[config.mk]
export PLATFORM = sky130hd
export DESIGN_NAME = intercal_unselect
export DESIGN_NICKNAME = d
export VERILOG_FILES = /design/src/rtl/intercal_unselect.sv
export SDC_FILE = /design/constraint.sdc
export NUM_CORES = 1
export LEC_CHECK = 0
export CAP_MARGIN = 30
export CELL_PAD_IN_SITES_DETAIL_PLACEMENT = 1
export CELL_PAD_IN_SITES_GLOBAL_PLACEMENT = 2
export CORE_MARGIN = 2
export CORE_UTILIZATION = 34
export CTS_CLUSTER_SIZE = 10
export DETAILED_ROUTE_END_ITERATION = 16
export MAX_ROUTING_LAYER = met4
export PLACE_DENSITY_LB_ADDON = 0.1
export RECOVER_POWER = 50
export SLEW_MARGIN = 20
export SYNTH_ARGS = -nofsm -noshare
export SYNTH_HDL_FRONTEND = slang
export SYNTH_SLANG_ARGS = --single-unit
[constraint.sdc]
create_clock -name clk -period 2.9 [get_ports clk]
set_input_delay 0.725 -clock clk [delete_from_list [all_inputs] [get_ports clk]]
set_output_delay 0.725 -clock clk [all_outputs]
set_load 0.01 [all_outputs]
[src/rtl/intercal_unselect.sv]
// Bit-serial inverse of the INTERCAL select/mingle operators: deposit (inverse select)
// and unmingle, resolving BITS_PER_CYCLE result bits per cycle behind a valid/ready handshake.
module intercal_unselect #(
    parameter int BITS_PER_CYCLE = 1
) (
    input  logic        clk,
    input  logic        rst_n,
    input  logic        in_valid,
    output logic        in_ready,
    input  logic [1:0]  s,
    input  logic [31:0] a,
    input  logic [31:0] b,
    output logic        out_valid,
    input  logic        out_ready,
    output logic [31:0] f,
    output logic        err,
    output logic        busy
);
    localparam int N  = 32 / BITS_PER_CYCLE;
    localparam int CW = $clog2(N);

    localparam logic [1:0] OP_DEP32 = 2'd0;
    localparam logic [1:0] OP_DEP16 = 2'd1;
    localparam logic [1:0] OP_UNM   = 2'd2;

    typedef enum logic [1:0] {IDLE, RUN, DONE} state_t;

    state_t          state, state_nxt;
    logic [1:0]      op;
    logic [31:0]     src, mask, res, res_nxt;
    logic [5:0]      ptr, ptr_nxt;
    logic [CW-1:0]   cnt;
    logic            err_q;
    logic            accept, last;
    logic [4:0]      bit_i, idx;

    assign accept = in_valid && in_ready;
    assign last   = (cnt == CW'(N - 1));

    always_ff @(posedge clk or negedge rst_n) begin
        if (!rst_n) state <= IDLE;
        else        state <= state_nxt;
    end

    always_comb begin
        state_nxt = state;
        case (state)
            IDLE:    if (accept)    state_nxt = RUN;
            RUN:     if (last)      state_nxt = DONE;
            DONE:    if (out_ready) state_nxt = IDLE;
            default:                state_nxt = IDLE;
        endcase
    end

    always_comb begin
        in_ready  = (state == IDLE);
        out_valid = (state == DONE);
        busy      = (state == RUN) || (state == DONE);
    end

    // Bits of one cycle are resolved in ascending order so the source pointer
    // chains through them exactly as it would one bit per cycle.
    always_comb begin
        res_nxt = res;
        ptr_nxt = ptr;
        bit_i   = '0;
        idx     = '0;
        for (int k = 0; k < BITS_PER_CYCLE; k++) begin
            bit_i = 5'(int'(cnt) * BITS_PER_CYCLE + k);
            case (op)
                OP_DEP32, OP_DEP16: begin
                    if (op == OP_DEP16 && bit_i == 5'd16) ptr_nxt = '0;
                    idx = (op == OP_DEP16 && bit_i[4]) ? {1'b1, ptr_nxt[3:0]} : ptr_nxt[4:0];
                    if (mask[bit_i]) begin
                        res_nxt[bit_i] = src[idx];
                        ptr_nxt        = ptr_nxt + 6'd1;
                    end else begin
                        res_nxt[bit_i] = 1'b0;
                    end
                end
                OP_UNM:  res_nxt[{bit_i[0], bit_i[4:1]}] = src[bit_i];
                default: ;
            endcase
        end
    end

    always_ff @(posedge clk or negedge rst_n) begin
        if (!rst_n) begin
            op    <= '0;
            src   <= '0;
            mask  <= '0;
            res   <= '0;
            ptr   <= '0;
            cnt   <= '0;
            err_q <= 1'b0;
        end else begin
            case (state)
                IDLE: if (accept) begin
                    op    <= s;
                    src   <= a;
                    mask  <= b;
                    res   <= '0;
                    ptr   <= '0;
                    cnt   <= '0;
                    err_q <= (s == 2'd3);
                end
                RUN: begin
                    res <= res_nxt;
                    ptr <= ptr_nxt;
                    cnt <= cnt + CW'(1);
                end
                default: ;
            endcase
        end
    end

    assign f   = res;
    assign err = err_q;
endmodule

==> flow_metrics.env, run 1 <==
export IMPL_status="complete, no violations"
export IMPL_drive_gt1_share_pct=20.91
export IMPL_dieHeight_um=147.5
export IMPL_min_from="mask[2]"
export IMPL_setup_viol=0
export IMPL_io_buffers=105
export IMPL_core_um2=20230
export IMPL_cts_tree="done"
export IMPL_cpMaxStageDelayCell="o211ai_4"
export IMPL_yosysTopAreaCell="dfrtp_1"
export IMPL_synth_seq_cells=111
export IMPL_cts_root_buf="clkbuf_16"
export IMPL_synth_area_leaders="dfrtp_1 (40%), mux2_2 (11%), a21oi_1 (4.7%)"
export IMPL_worstPathCellList="inv_1 -> ha_1 -> and4bb_2 -> and2_1 -> o32ai_1 -> a21oi_1 -> o211ai_4 -> nand2_2 -> o32a_1"
export IMPL_io_pins=106
export IMPL_yosysSeqAreaShare_pct=39.66
export IMPL_p_leak_nw=3.664
export IMPL_ant_nets=0
export IMPL_syn_nets=803
export IMPL_synth_edff_count=0
export IMPL_cts_max_level=3
export IMPL_syn_cell_area_um2=7004
export IMPL_via_per_inst=5.677
export IMPL_antennaDiodeCount=0
export IMPL_globalRouteOverflowTotal=0
export IMPL_cts_buffers=9
export IMPL_skew_ns=0.009171
export IMPL_syn_to_final_growth_pct=26.69
export IMPL_swShare_pct=42.76
export IMPL_end_kind="flop"
export IMPL_syn_area_per_cell_um2=9.674
export IMPL_multi_input_area_um2=3884
export IMPL_cp_start_kind="flop"
export IMPL_drtPass1Iterations=5
export IMPL_vias=6284
export IMPL_tightest_slew_ns=1.259
export IMPL_critPathMaxStageDelay_ns=0.42
export IMPL_gp_congestion=0.8586
export IMPL_peakVddDrop_v=0.0004274
export IMPL_crit_required_ns=3.15
export IMPL_pwr_share_comb_pct=58.6
export IMPL_path_class="flop to flop"
export IMPL_pwr_share_seq_pct=27.9
export IMPL_tns_ns=0
export IMPL_grt_pass1_wl_um=38700
export IMPL_grt_usage_pct=23.50
export IMPL_clock_sinks=111
export IMPL_p_int_w=0.005972
export IMPL_r2r_end="f[5]"
export IMPL_clk_latency_ns=0.37
export IMPL_reg2reg_depth=9
export IMPL_grt_max_degree=52
export IMPL_power_w=0.01043
export IMPL_p_switching_w=0.004461
export IMPL_ff2ff_setup_slack_ns=0.17
export IMPL_cp_max_fo=8
export IMPL_period_minus_slack_ns=2.733
export IMPL_hold_end="mask[2]"
export IMPL_nFillCells=2279
export IMPL_drc=0
export IMPL_yosysWarnings=0
export IMPL_die_area_um2=21770
export IMPL_drt_iter0_drc=300
export IMPL_drt_total_wl_um=24390
export IMPL_fmax_ghz=0.3660
export IMPL_arrival_ns=2.98
export IMPL_die_w_um=147.5
export IMPL_max_cap_violations=0
export IMPL_grt_pass1_vias=6749
export IMPL_cts_hold_buf=0
export IMPL_rsz0062_at_grt="no"
export IMPL_hold_viol_final=0
export IMPL_p_per_area_nw_per_um2=1176
export IMPL_clkSlewWorstSetupHoldPaths_ns=0.09
export IMPL_async_reset_ff_share_pct=100.0
export IMPL_pwr_share_clk_pct=13.4
export IMPL_initial_core_util_pct=34.62
export IMPL_wl_per_cell_um=22.03
export IMPL_num_rows=52
export IMPL_cts_buffer_depth=2
export IMPL_synth_top_area_share_pct=39.66
export IMPL_r2r_start="cnt[1]"
export IMPL_whs_path_depth=1
export IMPL_antenna_found_initial=0
export IMPL_max_slew_margin_pct=16.08
export IMPL_synth_flop_cell="dfrtp_1"
export IMPL_nNetsFinal=911
export IMPL_synth_cell_type_count=58
export IMPL_min_period_over_period_pct=94.23
export IMPL_place_hpwl_um=17750
export IMPL_register_area_um2=2778
export IMPL_netlist_instances=724
export IMPL_min_path_type="flop to flop"
export IMPL_drv_slew=0
==> repair_timing <==
item / 4_1_cts / 5_1_grt
setup buffers: 0 / 2
resized for setup: 0 / 0
endpoints found under the setup margin: 0 / 16
==> cells by family (layout without fill, tap and decap cells) <==
group                    Yosys count  in the layout  synth area share (%)
AO/OA/AOI/OAI                    237            237                 22.58
AND/OR/NAND/NOR                  187            187                 12.45
flip-flops                       111            111                 39.66
multiplexers                     105            105                 18.72
buffers and inverters             75            188                 4.984
adder cells (fa/ha/maj)            9              9                 1.608
==> stage by stage <==
stage	util [%]	hold slack (ns)	instances	instance area, um2	setup WS (ns)
2_1_floorplan	-	0.4294	724	7004	0.2183
3_3_place_gp	42.38	0.4750	1089	8576	0.1749
5_1_grt	43.85	0.5274	1107	8874	0.02291
3_5_place_dp	42.38	0.4943	1089	8576	0.1301
6_report	43.85	0.5067	1107	8874	0.1674
4_1_cts	43.99	0.3807	1105	8901	0.1179
==> cell usage after synthesis (all sizes together) (2+ instances only) <==
library cell,n
nor2,48
o31ai,2
a311oi,4
inv,10
o211a,8
a41o,2
or3,2
a31o,12
nor3,4
o32a,7
nand2,72
buf,31
a211o,3
o21a,8
dfrtp,111
mux4,14
mux2i,23
o22a,6
nor2b,9
ha,9
o21ai,54
and3,2
nand4,2
and2,13
a32o,2
clkbuf,34
a21o,13
nor3b,2
a31oi,18
a21oi,66
a221oi,3
a22o,5
a22oi,9
a211oi,6
nand3,23
nand2b,4
o311a,3
a2111oi,2
o211ai,2
mux2,68
==> power groups by stage <==
stage | Clock [W] | Combinational [W] | Sequential [W]
after detailed placement | 0 | 0.00611 | 0.00295
after floorplan | 0 | 0.00386 | 0.00282
after global routing | 0.00149 | 0.00665 | 0.00303
final | 0.00140 | 0.00612 | 0.00291
after global placement | 0 | 0.00594 | 0.00289
after CTS | 0.00144 | 0.00613 | 0.00291
==> worst max path at each step <==
stage,startpoint,to
6_report,cnt[1],f[5]
5_1_grt,cnt[1],f[6]
4_1_cts,cnt[1],f[26]
3_5_place_dp,cnt[1],f[26]
3_3_place_gp,cnt[1],f[17]
2_1_floorplan,cnt[0],f[28]
==> placed cells by master (no fill, tap or decap), types with 13 or more instances in the layout <==
cell type and n:
nor2_1 48, nand2_1 71, buf_4 48, a21o_1 13, mux4_2 14, mux2_2 68
clkdlybuf4s50_1 103, a31oi_1 17, o21ai_0 53, a21oi_1 66, nand3_1 23, dfrtp_1 111
mux2i_1 23
==> per-layer routing <==
layer	part of all wire [%]	routed length, um	global-route usage (%)
met1	45	10920	29.89
met5	0	0	-
met2	49	11890	39.00
met3	3.4	818	2.284
met4	3.1	758	8.846
==> worst max-delay path: cells and delay by family (launching register included) <==
kind | cells | cell delay (ns)
and+or+nand+nor | 3 | 0.60
DFF | 1 | 0.41
adders and majority gates | 1 | 0.20
buffers and inverters | 1 | 0.07
AOI/OAI and AO/OA | 4 | 1.33
==> state kept, by name (all words and copies together), names as in the netlist <==
signal,count
cnt,5
err,1
f,32
mask,32
op,2
ptr,5
src,32
state,2
==> final cells by class <==
| class | instances | area share, % |
|---|---|---|
| Sequential cell | 111 | 31.30 |
| Multi-Input combinational cell | 538 | 43.77 |
| Tap cell | 270 | 3.807 |
| Inverter | 10 | 0.4230 |
| Clock inverter | 6 | 0.9729 |
| Clock buffer | 10 | 2.693 |
| Timing Repair Buffer | 162 | 17.03 |
No activity file was read; power rests on OpenSTA's default activity.
==> run 2: changes to the inputs <==
- CORE_UTILIZATION: 34 -> 35
- CTS_BUF_LIST: not set -> sky130_fd_sc_hd__clkbuf_8
- PLACE_DENSITY: not set -> 0.89
- PLACE_DENSITY_LB_ADDON: 0.1 -> not set
==> run 2 against run 1 <==
Net effect: utilization increased by 0.27 points; the run now ends with max-capacitance violations, max-slew violations left; largest cell class unchanged; via count rose by 1.2%; register-to-register slack about the same; global-route usage down 0.081 points; largest power group unchanged; cell area down 2.9%; clock skew rose by 0.013 ns; critical path depth shrank 2; first-iteration DRC count increased by 42%; sequential power grew 2%.
==> flow_metrics.env, run 2 (synthesized netlist as in run 1, its figures left out) <==
export IMPL_violations="max-capacitance violations, max-slew violations"
export IMPL_clock_sinks=111
export IMPL_grt_max_degree=69
export IMPL_p_int_w=0.005424
export IMPL_io_pins=106
export IMPL_p_per_area_nw_per_um2=1144
export IMPL_cts_setup_buffers=0
export IMPL_num_rows=51
export IMPL_antenna_found_initial=0
export IMPL_drt_iter0_drc=426
export IMPL_pwr_share_comb_pct=59.9
export IMPL_initial_core_util_pct=35.87
export IMPL_layout_common_cells="dfrtp_1 (111), clkdlybuf4s50_1 (104), nand2_1 (70), mux2_2 (68), a21oi_1 (66)"
export IMPL_clkSlewWorstSetupHoldPaths_ns=0.12
export IMPL_io_buffers=105
export IMPL_rsz0062_at_grt="no"
export IMPL_core_um2=19530
export IMPL_reg2reg_depth=7
export IMPL_dp_cells=1071
export IMPL_final_util_pct=44.12
export IMPL_nNetsFinal=896
export IMPL_cts_buffers=9
export IMPL_period_minus_slack_ns=2.745
export IMPL_swShare_pct=44.97
export IMPL_cts_root_buf="clkbuf_8"
export IMPL_clk_latency_ns=0.42
export IMPL_drt_total_wl_um=24130
export IMPL_vias=6359
export IMPL_cts_resized=0
export IMPL_cts_max_level=3
export IMPL_fmax_ghz=0.3643
export IMPL_cts_buffer_depth=2
export IMPL_ant_nets=0
export IMPL_mostFrequentLayoutCell="dfrtp_1"
export IMPL_cts_hold_buf=0
export IMPL_min_path_type="flop to flop"
export IMPL_via_per_inst=5.850
export IMPL_drive_gt1_share_pct=19.59
export IMPL_cts_tree="done"
export IMPL_path_class="flop to flop"
export IMPL_max_cap_violations=2
export IMPL_power_w=0.009857
export IMPL_min_period_over_period_pct=94.64
export IMPL_cp_max_fo=9
export IMPL_max_slew_margin_pct=-52.72
export IMPL_antennaDiodeCount=0
export IMPL_skew_ns=0.02224
export IMPL_cp_start_kind="flop"
export IMPL_peakVddDrop_v=0.0004203
export IMPL_dieHeight_um=145.5
export IMPL_place_hpwl_um=17570
export IMPL_pwr_share_seq_pct=30.1
export IMPL_pwr_share_clk_pct=10.0
export IMPL_p_leak_nw=3.530
export IMPL_arrival_ns=3.04
export IMPL_hold_viol_final=0
export IMPL_drv_slew=108
export IMPL_wl_per_cell_um=22.19
export IMPL_tightest_slew_ns=2.291
export IMPL_tns_ns=0
export IMPL_grt_usage_pct=23.42
export IMPL_gp_congestion=0.9504
export IMPL_p_switching_w=0.004433
export IMPL_setup_viol=0
export IMPL_drtPass1Iterations=5
export IMPL_die_w_um=145.5
export IMPL_grt_pass1_vias=6793
export IMPL_globalRouteOverflowTotal=0
export IMPL_drc=0
export IMPL_die_area_um2=21160
export IMPL_crit_required_ns=3.19
export IMPL_status="complete, but fails checks"
export IMPL_grt_pass1_wl_um=38400
export IMPL_instances_no_fill=1087
export IMPL_syn_to_final_growth_pct=23.01
export IMPL_end_kind="flop"
export IMPL_whs_path_depth=1
run 2: through the flow:
step	hold slack [ns]	setup WS (ns)	cell area, um2
CTS	0.2783	0.1539	8635
floorplan	0.4294	0.2183	7004
detailed placement	0.4956	0.1484	8434
global placement	0.4720	0.2094	8434
finish	0.5230	0.1554	8616
global route	0.5410	0.03783	8616
run 2: area by class of cell:
| cell class | count | area [um2] |
|---|---|---|
| clock buffers | 9 | 123.9 |
| repair buffers | 147 | 1383 |
| clock inverters | 7 | 76.32 |
| flip-flops and latches | 111 | 2778 |
| multi-input cells | 538 | 3886 |
| well taps | 265 | 331.6 |
| fillers | 2236 | 10910 |
| inverters | 10 | 37.54 |
run 2: power groups by stage:
stage               logic (W)  clock network, W  registers [W]
floorplan             0.00386                 0        0.00282
global placement      0.00563                 0        0.00290
detailed placement    0.00588                 0        0.00299
CTS                   0.00590           0.00102        0.00296
global route          0.00637           0.00107        0.00307
finish                0.00590          0.000987        0.00297
run 2: path summary, 6_finish.rpt:
check | endpoint | startpoint | slack, ns
worst max-delay path | f[15] | ptr[0] | 0.16
worst min-delay path | mask[12] | mask[12] | 0.52
worst max register to register | f[15] | ptr[0] | 0.16
worst min register to register | mask[12] | mask[12] | 0.52
max in group asynchronous | src[3] | rst_n | 0.57
min in group asynchronous | mask[3] | rst_n | 0.98
run 2: critical path, cell delays in order (launching register included):
cell	delay [ns]
dfrtp_1	0.52
mux4_2	0.56
a2111oi_2	0.40
a311oi_2	0.12
o211ai_4	0.44
buf_4	0.27
a31oi_1	0.11
o22a_1	0.21
run 2: metal layers:
metal	vias up	GRT usage [%]	share of wire, %
met4	0	6.225	1.8
met5	-	-	0
met3	42	3.856	5.4
li1	2857	-	-
met1	3235	28.09	41
met2	225	40.95	52
==> run 3: changes to the inputs <==
- clock period: 2.9 -> 3 ns (I/O delays scaled with it)
==> run 3 against run 2 <==
Net effect: the run still ends with max-capacitance violations, max-slew violations left; routed wire length is 2.5% lower; hold slack got worse by 0.011 ns; combinational power decreased by 2%; power is 2.4% lower; cell area grew 0.39%; utilization increased by 0.17 points; largest cell class unchanged; critical endpoint is now f[31]; via count decreased by 0.77%; global-route usage down 0.67 points; fmax fell by 3.9%.
==> flow_metrics.env, run 3 (synthesized netlist as in run 1, its figures left out) <==
export IMPL_worstPathCellList="buf_4 -> mux2i_1 -> a22oi_1 -> a21oi_1 -> nor4_4 -> buf_12 -> nand2_1 -> o211a_1 -> o22a_1"
export IMPL_register_area_um2=2778
export IMPL_ff2ff_setup_slack_ns=0.14
export IMPL_gp_congestion=0.9669
export IMPL_reg2reg_depth=9
export IMPL_wl_per_cell_um=21.70
export IMPL_clock_sinks=111
export IMPL_multi_input_area_um2=3887
export IMPL_die_w_um=145.5
export IMPL_p_leak_nw=3.535
export IMPL_drc=0
export IMPL_drv_slew=35
export IMPL_max_slew_margin_pct=-51.78
export IMPL_via_per_inst=5.821
export IMPL_status="complete, but fails checks"
export IMPL_vias=6310
export IMPL_globalRouteOverflowTotal=0
export IMPL_tns_ns=0
export IMPL_grt_usage_pct=22.75
export IMPL_cts_tree="done"
export IMPL_cts_setup_buffers=0
export IMPL_cts_max_level=3
export IMPL_drt_iter0_drc=364
export IMPL_initial_core_util_pct=35.87
export IMPL_min_path_type="flop to flop"
export IMPL_ant_nets=0
export IMPL_p_per_area_nw_per_um2=1112
export IMPL_critical_path_n_buffers_inverters=2
export IMPL_mostFrequentLayoutCell="dfrtp_1"
export IMPL_fmax_ghz=0.3501
export IMPL_skew_ns=0.01079
export IMPL_antenna_found_initial=1
export IMPL_nNetsFinal=892
export IMPL_io_pins=106
export IMPL_fin_ws_ns=0.1439
export IMPL_rsz0062_at_grt="no"
export IMPL_whs_path_depth=2
export IMPL_cp_start_kind="flop"
export IMPL_period_minus_slack_ns=2.856
export IMPL_critPathMaxStageDelay_ns=0.38
export IMPL_clkSlewWorstSetupHoldPaths_ns=0.12
export IMPL_drt_total_wl_um=23530
export IMPL_crit_required_ns=3.30
export IMPL_layout_common_cells="dfrtp_1 (111), clkdlybuf4s50_1 (103), nand2_1 (71), mux2_2 (68), a21oi_1 (65)"
export IMPL_min_period_over_period_pct=95.20
export IMPL_cp_depth=9
export IMPL_syn_to_final_growth_pct=23.49
export IMPL_drtPass1Iterations=5
export IMPL_path_class="flop to flop"
export IMPL_nFillCells=2229
export IMPL_grt_pass1_vias=6839
export IMPL_drive_gt1_share_pct=19.19
export IMPL_clk_latency_ns=0.40
export IMPL_tightest_slew_ns=2.277
export IMPL_cts_root_buf="clkbuf_8"
export IMPL_die_area_um2=21160
export IMPL_place_ws_ns=0.1875
export IMPL_cp_max_fo=57
export IMPL_peakVddDrop_v=0.0004974
export IMPL_arrival_ns=3.15
export IMPL_grt_max_degree=58
export IMPL_end_kind="flop"
export IMPL_max_cap_violations=1
export IMPL_core_um2=19530
export IMPL_num_rows=51
export IMPL_hold_viol_final=0
export IMPL_violations="max-capacitance violations, max-slew violations"
export IMPL_grt_pass1_wl_um=37320
export IMPL_cp_top_family="compound AO/OA/AOI/OAI gates"
export IMPL_dieHeight_um=145.5
export IMPL_cpMaxStageDelayCell="dfrtp_1"
export IMPL_cts_buffers=9
export IMPL_cts_buffer_depth=2
export IMPL_place_hpwl_um=17100
export IMPL_io_buffers=105
export IMPL_setup_viol=0
[run 3: cell count changes in the layout (fill, tap and decap cells not counted), moves of 2 or more]
cell      before  now
buf_4         37   31
clkinv_8       2    0
buf_12         2    6
inv_8          2    4
[run 3: area by class of cell]
cell class / instances / area share [%]
inverter: 10 / 0.4340
timing repair buffer: 143 / 16.20
clock buffer: 9 / 1.432
multi-input combinational: 538 / 44.94
clock inverter: 7 / 1.013
sequential: 111 / 32.11
tap: 265 / 3.833
antenna: 1 / 0.02893
[run 3: worst paths after layout]
check,from,endpoint
min reg2reg,err,err
max,cnt[0],f[31]
min,err,err
max in group asynchronous,rst_n,ptr[0]
max reg2reg,cnt[0],f[31]
min in group asynchronous,rst_n,mask[13]
[run 3: repair_timing]
item	4_1_cts	5_1_grt
gates resized for setup	0	1
setup endpoints to repair	0	2
hold buffers	0	0
[run 3: worst reg2reg max path: stages, from the launching register on]
cell and delay (ns):
dfrtp_1 0.38, buf_4 0.32, mux2i_1 0.14, a22oi_1 0.24
a21oi_1 0.15, nor4_4 0.34, buf_12 0.27, nand2_1 0.39
o211a_1 0.34, o22a_1 0.18
[run 3: per-layer routing]
metal | global-route usage (%) | part of all wire (%)
met5 | - | 0
met4 | 7.157 | 2.1
met3 | 2.947 | 4.6
met2 | 39.34 | 51
met1 | 27.72 | 42
[run 3: metrics by stage]
stage          cells  total power, W  instance area [um2]  util, %  hold WS (ns)
3_3_place_gp    1067        0.008298                 8442    43.23        0.4725
3_5_place_dp    1067        0.008600                 8442    43.23        0.4811
5_1_grt         1084         0.01026                 8650    44.30        0.5418
4_1_cts         1083        0.009625                 8653    44.32        0.3324
6_report        1084        0.009619                 8650    44.30        0.5117
2_1_floorplan    724        0.006462                 7004        -        0.4544
[run 3: report_power, final]
group	total (W)	internal, W	switching, W	leakage, nW
clock	0.00102	0.000409	0.000608	0.107
sequential	0.00283	0.00224	0.000588	1.34
combinational	0.00577	0.00273	0.00304	2.09
total	0.00962	0.00538	0.00424	3.53
